$ cat src/rtl/fetch_request_tracker_pkg.sv
// Shared configuration defaults and types for the fetch request tracker.
// Holds the fetch address-range constants used when FETCH_ADDR_CHECK_EN is defined.
package fetch_request_tracker_pkg;

  localparam logic [31:0] FETCH_RESET_VEC       = 32'h8000_0000;
  localparam int unsigned FETCH_MAX_OUTSTANDING = 2;
  localparam logic [31:0] FETCH_ADDR_LO         = 32'h8000_0000;
  localparam logic [31:0] FETCH_ADDR_HI         = 32'h8000_FFFF;

  // Completion packet handed to the metadata stage.
  typedef struct packed {
    logic        valid;
    logic [31:0] instruction;
    logic        addr_valid;
  } fetch_cpl_t;

endpackage

$ cat src/rtl/fetch_flag_fifo.sv
// 1-bit wide FIFO holding per-request flags in request order.
// The caller guarantees it never pushes when full or pops when empty.
module fetch_flag_fifo #(
  parameter int unsigned DEPTH = 2
) (
  input  logic clk,
  input  logic clear,
  input  logic push,
  input  logic push_data,
  input  logic pop,
  output logic data_out
);

  localparam int PW = (DEPTH > 1) ? $clog2(DEPTH) : 1;
  localparam logic [PW-1:0] LAST = PW'(DEPTH - 1);

  logic [DEPTH-1:0] mem;
  logic [PW-1:0]    wr_ptr;
  logic [PW-1:0]    rd_ptr;

  always_ff @(posedge clk) begin
    if (clear) begin
      mem    <= '0;
      wr_ptr <= '0;
      rd_ptr <= '0;
    end else begin
      if (push) begin
        mem[wr_ptr] <= push_data;
        wr_ptr      <= (wr_ptr == LAST) ? '0 : wr_ptr + 1'b1;
      end
      if (pop) begin
        rd_ptr <= (rd_ptr == LAST) ? '0 : rd_ptr + 1'b1;
      end
    end
  end

  assign data_out = mem[rd_ptr];

endmodule

$ cat src/rtl/fetch_request_tracker.sv
// Fetch sequencer: owns the PC, issues ID-gated instruction requests, drops flushed responses.
// Optional FETCH_ADDR_CHECK_EN adds a per-request address-range flag FIFO.
module fetch_request_tracker
  import fetch_request_tracker_pkg::*;
#(
  parameter logic [31:0] RESET_VEC       = FETCH_RESET_VEC,
  parameter int unsigned MAX_OUTSTANDING = FETCH_MAX_OUTSTANDING,
  parameter logic [31:0] ADDR_LO         = FETCH_ADDR_LO,
  parameter logic [31:0] ADDR_HI         = FETCH_ADDR_HI
) (
  input  logic        clk,
  input  logic        rst,
  input  logic        gc_fetch_flush,
  input  logic [31:0] gc_fetch_pc,
  input  logic        fetch_hold,
  input  logic        pc_id_available,
  output logic        pc_id_assigned,
  output logic [31:0] if_pc,
  output logic        mem_req_valid,
  input  logic        mem_req_ready,
  output logic [31:0] mem_req_addr,
  input  logic        mem_rsp_valid,
  input  logic [31:0] mem_rsp_data,
  input  logic        mem_rsp_err,
  output logic        fetch_complete,
  output logic [31:0] fetch_instruction,
  output logic        fetch_address_valid
);

  localparam int OW = $clog2(MAX_OUTSTANDING + 1);
  localparam logic [OW-1:0] MAX_OS = OW'(MAX_OUTSTANDING);

  logic [31:0]   pc;
  logic [OW-1:0] outstanding;
  logic [OW-1:0] discard;
  fetch_cpl_t    cpl_q;
  logic          accept;
  logic          addr_ok;

  assign mem_req_valid  = ~rst & ~gc_fetch_flush & ~fetch_hold & pc_id_available
                        & (outstanding < MAX_OS);
  assign accept         = mem_req_valid & mem_req_ready;
  assign pc_id_assigned = accept;
  assign if_pc          = pc;
  assign mem_req_addr   = pc;

`ifdef FETCH_ADDR_CHECK_EN
  logic range_ok;
  logic range_head;

  assign range_ok = (pc >= ADDR_LO) && (pc <= ADDR_HI);

  // Pops on every response, dropped or not, so it stays aligned with the bus order.
  fetch_flag_fifo #(.DEPTH(MAX_OUTSTANDING)) u_range_fifo (
    .clk       (clk),
    .clear     (rst),
    .push      (accept),
    .push_data (range_ok),
    .pop       (mem_rsp_valid),
    .data_out  (range_head)
  );

  assign addr_ok = range_head & ~mem_rsp_err;
`else
  logic unused_addr_cfg;
  assign unused_addr_cfg = ^{ADDR_LO, ADDR_HI};
  assign addr_ok = ~mem_rsp_err;
`endif

  always_ff @(posedge clk) begin
    if (rst) begin
      pc          <= RESET_VEC;
      outstanding <= '0;
      discard     <= '0;
      cpl_q       <= '0;
    end else begin
      if (gc_fetch_flush) begin
        pc <= {gc_fetch_pc[31:2], 2'b00};
      end else if (accept) begin
        pc <= pc + 32'd4;
      end

      outstanding <= outstanding + OW'(accept) - OW'(mem_rsp_valid);
      cpl_q.valid <= 1'b0;

      // outstanding already counts responses pending discard, so everything
      // still owed after this cycle's response becomes the new discard count.
      if (gc_fetch_flush) begin
        discard <= outstanding - OW'(mem_rsp_valid);
      end else if (mem_rsp_valid) begin
        if (discard != '0) begin
          discard <= discard - 1'b1;
        end else begin
          cpl_q <= '{valid: 1'b1, instruction: mem_rsp_data, addr_valid: addr_ok};
        end
      end
    end
  end

  always_ff @(posedge clk) begin
    if (!rst && mem_rsp_valid) begin
      assert (outstanding != '0)
        else $error("fetch response received with no request outstanding");
    end
  end

  assign fetch_complete      = cpl_q.valid;
  assign fetch_instruction   = cpl_q.instruction;
  assign fetch_address_valid = cpl_q.addr_valid;

endmodule
$ cat config.mk
export PLATFORM = sky130hd
export DESIGN_NAME = fetch_request_tracker
export DESIGN_NICKNAME = d
export VERILOG_FILES = /design/src/rtl/fetch_request_tracker_pkg.sv /design/src/rtl/fetch_flag_fifo.sv /design/src/rtl/fetch_request_tracker.sv
export SDC_FILE = /design/constraint.sdc
export NUM_CORES = 1
export LEC_CHECK = 0
export CORE_MARGIN = 5
export CORE_UTILIZATION = 42
export CTS_BUF_LIST = sky130_fd_sc_hd__clkbuf_2
export DETAILED_ROUTE_END_ITERATION = 16
export PLACE_DENSITY = 0.94
export REMOVE_ABC_BUFFERS = 1
export SYNTH_ARGS = -nofsm -noshare
export SYNTH_HDL_FRONTEND = slang
export SYNTH_SLANG_ARGS = --single-unit
$ cat constraint.sdc
create_clock -name clk -period 2.5 [get_ports clk]
set_clock_uncertainty 0.15 [all_clocks]
set_input_delay 0.375 -clock clk [delete_from_list [all_inputs] [get_ports clk]]
set_output_delay 0.375 -clock clk [all_outputs]
set_load 0.1 [all_outputs]
After elaboration in Yosys (flattened, before gate mapping)
Index checks and enable logic that the tools add are counted.

Add/subtract/negate cells: 5. Order comparisons: 1. Mux-type cells: 6. Bitwise gates (word level): 11. Reductions and logical operators: 8.

Operator list (number): two-way mux 32 bit (2); two-way mux 34 bit (1); adder 32 x 3 -> 32 bit, second input constant (1); nonzero test 2 bit (4); two-way mux 2 bit (3); NOT 1 bit (6); bitwise AND 1 bit (5); subtractor 2 x 1 -> 2 bit (2); AND reduction 3 bit (1); OR reduction 3 bit (1); adder 2 x 1 -> 2 bit (1); less-than comparator 2 bit, second input constant (1); AND reduction 2 bit (1); OR reduction 2 bit (1); subtractor 2 x 1 -> 2 bit, second input constant (1).

Flip-flop bits (word level): 70. Input bits: 72. Output and inout port bits: 100. Logic and storage cells: 38.

Longest topological paths before layout
Gate-level depths: netlist of run 1.

Word-level depth: 8. Depth in mapped cells: 7.

Least setup slack after synthesis of run 1
OpenSTA, ideal clock, no wires.

Kind: input to output. Start: input port gc_fetch_flush. End: output port mem_req_valid. Arrival: 3951 ps. Data required time: 1975 ps. Setup slack: -1976 ps. Cell stages on the path: 3. Path buffers: 1. Cells stage by stage: clkbuf_1 or2_2 nor4b_1.

Word-level cells in the longest chain between the ends: 5.

RTL lines: start: declaration (RTL line fetch_request_tracker.sv:13) `input logic gc_fetch_flush,`; NOT 1 bit (no line); bitwise AND 1 bit (3 in a row) (RTL line fetch_request_tracker.sv:40) `assign mem_req_valid = ~rst & ~gc_fetch_flush & ~fetch_hold & pc_id_available`; bitwise AND 1 bit (RTL line fetch_request_tracker.sv:41) `& (outstanding < MAX_OS);`; end: declaration (RTL line fetch_request_tracker.sv:19) `output logic mem_req_valid,`.

Every way passes these cells.

Worst setup path in the final report of run 1
Ends and elaborated chain as after synthesis.

==> metrics.csv, run 1 <==
metric;value;unit
leak pwr;2.09;nW
Hold-fix buffers, CTS;0;
# setup viols final;0;
Synth Area in Simple Gates;28.1;%
Critical Path Source;gc_fetch_flush;
Finished Core Util;62.8;%
slowest CP cell;clkdlybuf4s50_1;
met1 Use GR;26.3;%
Yosys reg bits;68;
clock buffer depth;2;
syn_area_per_cell;7.90;µm²
Pre-Repair DR Iteration Count;4;
Synth Warn #;0;
Remaining Overflow, GRT;0;
Peak VDD IR;344;µV
Max-Cap Viols;0;
number of synthesized flops with an enable pin;0;
Max Freq;415;MHz
clk_lat worst skew;0.50;ns
antenna violations before repair;0;
port bufs;165;
Avg WL per Cell;15.9;µm
CP dominant cell by count;buf_4;
worst hold path type;in2reg;
TritonCTS Sinks;68;
worst hold start;mem_rsp_data[5];
H-tree levels;3;
Critical Path End Type;output port;
setup ws final;0.0899;ns
largest net degree at the start of global routing;51;
FFs w/ async S/R, synth;0;%
critical path cell sequence;clkdlybuf4s50_1 > buf_4 > or2_2 > nor4b_2 > buf_4 > buf_12;
critical path data required time;1.98;ns
CTS tree;built;
Setup Buffers After CTS;0;
Hold Fails Final Rpt;0;
sequential area share after synthesis;39.1;%
# IOs;172;
Final Cycle Share;96.4;%
Mapped Cells;441;
clk root buf;clkbuf_2;
min Tclk post-route;2.41;ns
XOR/XNOR share of the synthesized area;2.51;%
Placement Cell Area;4950;µm²
PD cells;640;nW/µm²
vias in the first global route;3623;
CP Max Fanout;3;
Post-DP HPWL;8670;µm
Core Footprint;8130;µm²
total global routing track utilization;21.0;%
reg-to-reg startpoint;if_pc[8]$_SDFFE_PP0P_;
post-synthesis mux area share;0;%
nets;666;
Syn Std Cell Area;3490;µm²
Critical Path Start Type;primary input;
Top FF cell, synth;dfxtp_1;
Initial Utilization;42.9;%
largest family of logic cells by synthesized area;simple AND/OR/NAND/NOR gates;
CTS Buf Count;9;
Synth Area in Adders;1.44;%
layout overhead on the synthesized area;46.4;%
Distinct cells, synth;51;
total number of vias;3734;
clk slew on worst S/H paths;0.19;ns
Post-route DRC;0;
vias per cell;5.33;
worst slew pin tran;0.543;ns
Setup WS pre-CTS;-0.134;ns
GRT Max-Usage Layer;met2;
Site Rows;33;
Hold Slack;0.256;ns
RSZ-0062 raised after global routing;false;
Die W;101;µm
die height;101;µm
Setup CP Type;in2out;
met3 Use GR;4.64;%
compound-cell area share of the yosys netlist;16.7;%
run status;finished clean;
Iter 0 DRT Violations;164;
met2 Usage GRT;35.3;%
gpl congestion;0.912;
Slowest Stage Delay on Critical Path;0.46;ns
n_diodes;0;
Max Slew Vio Count;0;
ANT nets after route;0;
final instance area;5100;µm²
die area;10200;µm²
CP Data Arrival Time;1.89;ns
Max-slew headroom;63.7;%
first-pass GRT wire length;17300;µm
layout cells sized above 1;26.4;%
DRT Wirelength;11100;µm
[state kept, by name, indices dropped and copies added (netlist names)]
register / flops
fetch_complete: 1
fetch_address_valid: 1
discard: 2
fetch_instruction: 32
if_pc: 30
outstanding: 2
[layout by cell type (no fill, tap or decap), types with 3 or more instances in the layout]
cell and count:
clkdlybuf4s50_1 68, a2111oi_0 6, nand2_1 87, and3_1 4, o31ai_1 4, dfxtp_1 68
conb_1 4, a21oi_1 37, or4_1 7, a311oi_1 7, nor3b_1 4, buf_12 3
buf_4 126, ha_1 4, clkinvlp_4 3, nand4_1 6, and4_1 7, xor2_1 4
nor3_1 6, xnor2_1 6, nor2b_1 3, a211oi_1 16, nand3_1 15, inv_1 14
nor2_1 24, o21ai_0 4, clkbuf_2 9, nor4_1 11
[report_power, final]
part           internal (mW)  switching [mW]
logic                  0.331           0.982
clock network          0.324           0.399
registers               1.16          0.0713
total                   1.81            1.45
[worst max-delay path, delay by kind of cell]
kind,cells,cell delay (ns)
buffers and inverters,4,0.95
and+or+nand+nor,2,0.56
[routing by layer]
| metal | wire length (µm) | part of all wire, % |
|---|---|---|
| met1 | 4540 | 41 |
| met4 | 241 | 2.2 |
| met2 | 5310 | 48 |
| met3 | 1060 | 9.5 |
| met5 | 0 | 0 |
[path summary, 6_finish.rpt]
check / cells past startpoint / endpoint / slack (ns)
worst max-delay path: 6 / mem_req_valid / 0.09
worst min-delay path: 3 / fetch_instruction[5]$_SDFFE_PP0P_ / 0.26
worst max register to register: 4 / if_pc[27]$_SDFFE_PP0P_ / 0.18
worst min register to register: 2 / fetch_instruction[2]$_SDFFE_PP0P_ / 0.32
[through the flow]
step           total power [mW]  setup TNS [ns]  std cells
2_1_floorplan              2.17          -31.72        381
3_3_place_gp               2.55          -0.137        684
3_5_place_dp               2.57          -0.612        684
4_1_cts                    3.29               0        700
5_1_grt                    3.40               0        700
6_report                   3.27               0        700
[synth_stat cells (all sizes together), types with 2 or more instances]
cell type | n | area [µm²]
a2111oi | 6 | 52.6
a211o | 2 | 17.5
a211oi | 16 | 120
a21oi | 37 | 185
a311oi | 7 | 61.3
and3 | 4 | 25.0
and4 | 9 | 81.3
buf | 39 | 277
clkbuf | 24 | 90.1
dfxtp | 68 | 1360
ha | 4 | 50.1
inv | 14 | 52.6
nand2 | 87 | 327
nand3 | 15 | 75.1
nand4 | 8 | 62.6
nor2 | 25 | 93.8
nor2b | 3 | 18.8
nor3 | 6 | 30.0
nor3b | 4 | 30.0
nor4 | 12 | 75.1
nor4bb | 2 | 20.0
o211ai | 2 | 15.0
o21ai | 4 | 20.0
o31ai | 4 | 30.0
or2 | 2 | 12.5
or3 | 3 | 20.0
or4 | 7 | 52.6
xnor2 | 6 | 52.6
xor2 | 4 | 35.0
[cell type report]
type                    instances  area, µm²
clock buffers                   9       45.0
clock inverters                 7       91.3
fillers                       658       3030
inverters                      14       52.6
multi-input cells             299       1730
flip-flops and latches         68       1360
well taps                     105        131
repair buffers                198       1690
[repair_timing]
action | CTS | global route
setup endpoints to repair | 0 | 3
hold endpoints to repair | 0 | 0
resized for setup | 0 | 3
[cell families (layout without fill, tap and decap cells)]
| family | after synthesis | count (layout) |
|---|---|---|
| AO/OA/AOI/OAI | 87 | 87 |
| XOR/XNOR | 10 | 10 |
| adder cells (fa/ha/maj) | 4 | 4 |
| buffers and inverters | 77 | 228 |
| flip-flops | 68 | 68 |
| other | 1 | 4 |
| AND/OR/NAND/NOR | 194 | 194 |
(Power assumes the default switching activity.)
==> run 2: changes to the inputs <==
--- a/config.mk
+++ b/config.mk
@@ -5,7 +5,7 @@
 export SDC_FILE = /design/constraint.sdc
 export NUM_CORES = 1
 export LEC_CHECK = 0
-export CORE_MARGIN = 5
+export CORE_MARGIN = 3
 export CORE_UTILIZATION = 42
 export CTS_BUF_LIST = sky130_fd_sc_hd__clkbuf_2
 export DETAILED_ROUTE_END_ITERATION = 16
==> metrics.csv, run 2 (synthesis results as in run 1) <==
metric;value;unit;change
min Tclk post-route;2.41;ns;+0.00167 ns
Placement Cell Area;4960;µm²;about the same
TritonCTS Sinks;68;;unchanged
Die W;97.1;µm;-4.0%
slowest CP cell;clkdlybuf4s50_1;;
Max Slew Vio Count;0;;unchanged
largest net degree at the start of global routing;76;;+49%
vias per cell;5.40;;+1.2%
vias in the first global route;3656;;+0.91%
Worst Hold Path EP;if_pc[19]$_SDFFE_PP0P_;;
Max-slew headroom;49.9;%;-14 points
Core Footprint;7890;µm²;-3.0%
final instance area;5080;µm²;-0.56%
Peak VDD IR;408;µV;+18%
Final Cycle Share;96.5;%;about the same
die height;97.1;µm;-4.0%
CP Max Fanout;4;;+1
Hold Fails Final Rpt;0;;unchanged
CP Data Arrival Time;1.89;ns;about the same
critical path data required time;1.98;ns;about the same
ANT nets after route;0;;unchanged
# IOs;172;;unchanged
clock power share;19.8;%;-2.3 points
Top delay family on crit path;buffers and inverters;;
total global routing track utilization;22.7;%;+1.7 points
max FFs per register;32;;unchanged
antenna violations before repair;0;;unchanged
Max-Cap Viols;0;;unchanged
CTS Buf Count;9;;unchanged
Setup CP Type;in2out;;
sw power;1.45;mW;+0.15%
Pre-Repair DR Iteration Count;5;;+1
reg-to-reg startpoint;if_pc[9]$_SDFFE_PP0P_;;
gpl congestion;0.866;;-5.1%
Hold Crit Depth;5;;+2
leak pwr;2.09;nW;-0.28%
Site Rows;32;;-3.0%
Post-route DRC;0;;unchanged
Hold Slack;0.242;ns;-0.0147 ns
layout overhead on the synthesized area;45.6;%;
critical path cell sequence;clkdlybuf4s50_1 > buf_4 > or2_2 > nor4b_1 > buf_4 > buf_12;;
Initial Utilization;44.2;%;+1.3 points
worst slew pin tran;0.751;ns;+0.208 ns
CTS tree;built;;
RSZ-0062 raised after global routing;false;;
Gate power share;41.4;%;+1.2 points
clk root buf;clkbuf_2;;
R2R cell count;4;;unchanged
layout cells sized above 1;26.3;%;-0.044 points
Setup WS pre-CTS;-0.147;ns;-0.0126 ns
DRT Wirelength;10800;µm;-3.3%
Iter 0 DRT Violations;180;;+9.8%
worst hold start;rst;;
die area;9430;µm²;-7.8%
leading cell types in the layout, fill and taps excluded;buf_4, nand2_1, clkdlybuf4s50_1, dfxtp_1, a21oi_1;;
Critical Path Start Type;primary input;;
PD cells;625;nW/µm²;-2.4%
worst hold path type;in2reg;;
Setup Buffers After CTS;0;;unchanged
H-tree levels;3;;unchanged
clk slew on worst S/H paths;0.21;ns;+0.02 ns
reg2reg setup slack;0.13;ns;-0.05 ns
Crit path buffers/inverters;4;;unchanged
nets;667;;+0.15%
clock buffer depth;2;;unchanged
Pint;1.72;mW;-5.4%
first-pass GRT wire length;17900;µm;+3.4%
Sw Ratio;45.9;%;+1.4 points
n_diodes;0;;unchanged
commonest non-fill, non-tap cell in the layout;buf_4;;
Avg WL per Cell;15.4;µm;-3.1%
Max Freq;415;MHz;about the same
# setup viols final;0;;unchanged
Post-DP HPWL;8160;µm;-5.9%
R2R Path End;if_pc[23]$_SDFFE_PP0P_;;
total number of vias;3769;;+0.94%
Design Power;3.17;mW;-2.9%
setup ws final;0.0882;ns;-0.00167 ns
run status;finished clean;;
clk_lat worst skew;0.49;ns;about the same
port bufs;165;;unchanged
CP dominant cell by count;buf_4;;
Critical Path End Type;output port;;
Slowest Stage Delay on Critical Path;0.44;ns;-0.02 ns
Remaining Overflow, GRT;0;;unchanged
Flop pwr share;38.8;%;+1.1 points
## run 2: routing by layer
layer  up-vias  track usage (%)  share of wire (%)
met5         -                0                  0
li1       1833                -                  -
met1      1745             29.8                 43
met3        15             5.03                7.1
met2       176             37.5                 49
met4         0             6.59                1.4
## run 2: worst register-to-register path: cells and delay by family (launching register included)
family / cells / cell delay (ns)
AO/OA/AOI/OAI: 1 / 0.27
flip-flops: 1 / 0.51
AND/OR/NAND/NOR: 3 / 1.35
## run 2: area by class of cell
| cell class | instances | area (µm²) |
|---|---|---|
| Tap cell | 102 | 128 |
| Sequential cell | 68 | 1360 |
| Clock inverter | 7 | 67.6 |
| Timing Repair Buffer | 199 | 1700 |
| Inverter | 14 | 52.6 |
| Fill cell | 651 | 2810 |
| Multi-Input combinational cell | 299 | 1720 |
| Clock buffer | 9 | 45.0 |
## run 2: metrics by stage
step                utilization [%]  TNS, ns  instances
CTS                            64.3        0        698
global route                   64.4        0        698
detailed placement             62.8   -0.680        682
global placement               62.8   -0.207        682
finish                         64.4        0        698
floorplan                         -   -31.72        381
## run 2: worst max path at each step
stage | end | slack [ns] | cells past startpoint | from
2_1_floorplan | mem_req_valid | -1.82 | 2 | rst
3_3_place_gp | if_pc[21]$_SDFFE_PP0P_ | -0.06 | 5 | fetch_hold
3_5_place_dp | if_pc[23]$_SDFFE_PP0P_ | -0.15 | 5 | fetch_hold
4_1_cts | mem_req_valid | 0.08 | 6 | gc_fetch_flush
5_1_grt | mem_req_valid | 0.007 | 6 | gc_fetch_flush
6_report | mem_req_valid | 0.09 | 6 | gc_fetch_flush
## run 2: power by group through the flow
stage	registers [mW]	logic (mW)	clock network [mW]
6_report	1.23	1.31	0.628
5_1_grt	1.24	1.37	0.692
4_1_cts	1.23	1.32	0.645
3_5_place_dp	1.25	1.31	0
3_3_place_gp	1.25	1.30	0
2_1_floorplan	1.97	0.198	0
## run 2: repair_timing
action	CTS	global route
resized for setup	0	4
hold buffers	0	0
endpoints found under the setup margin	0	4
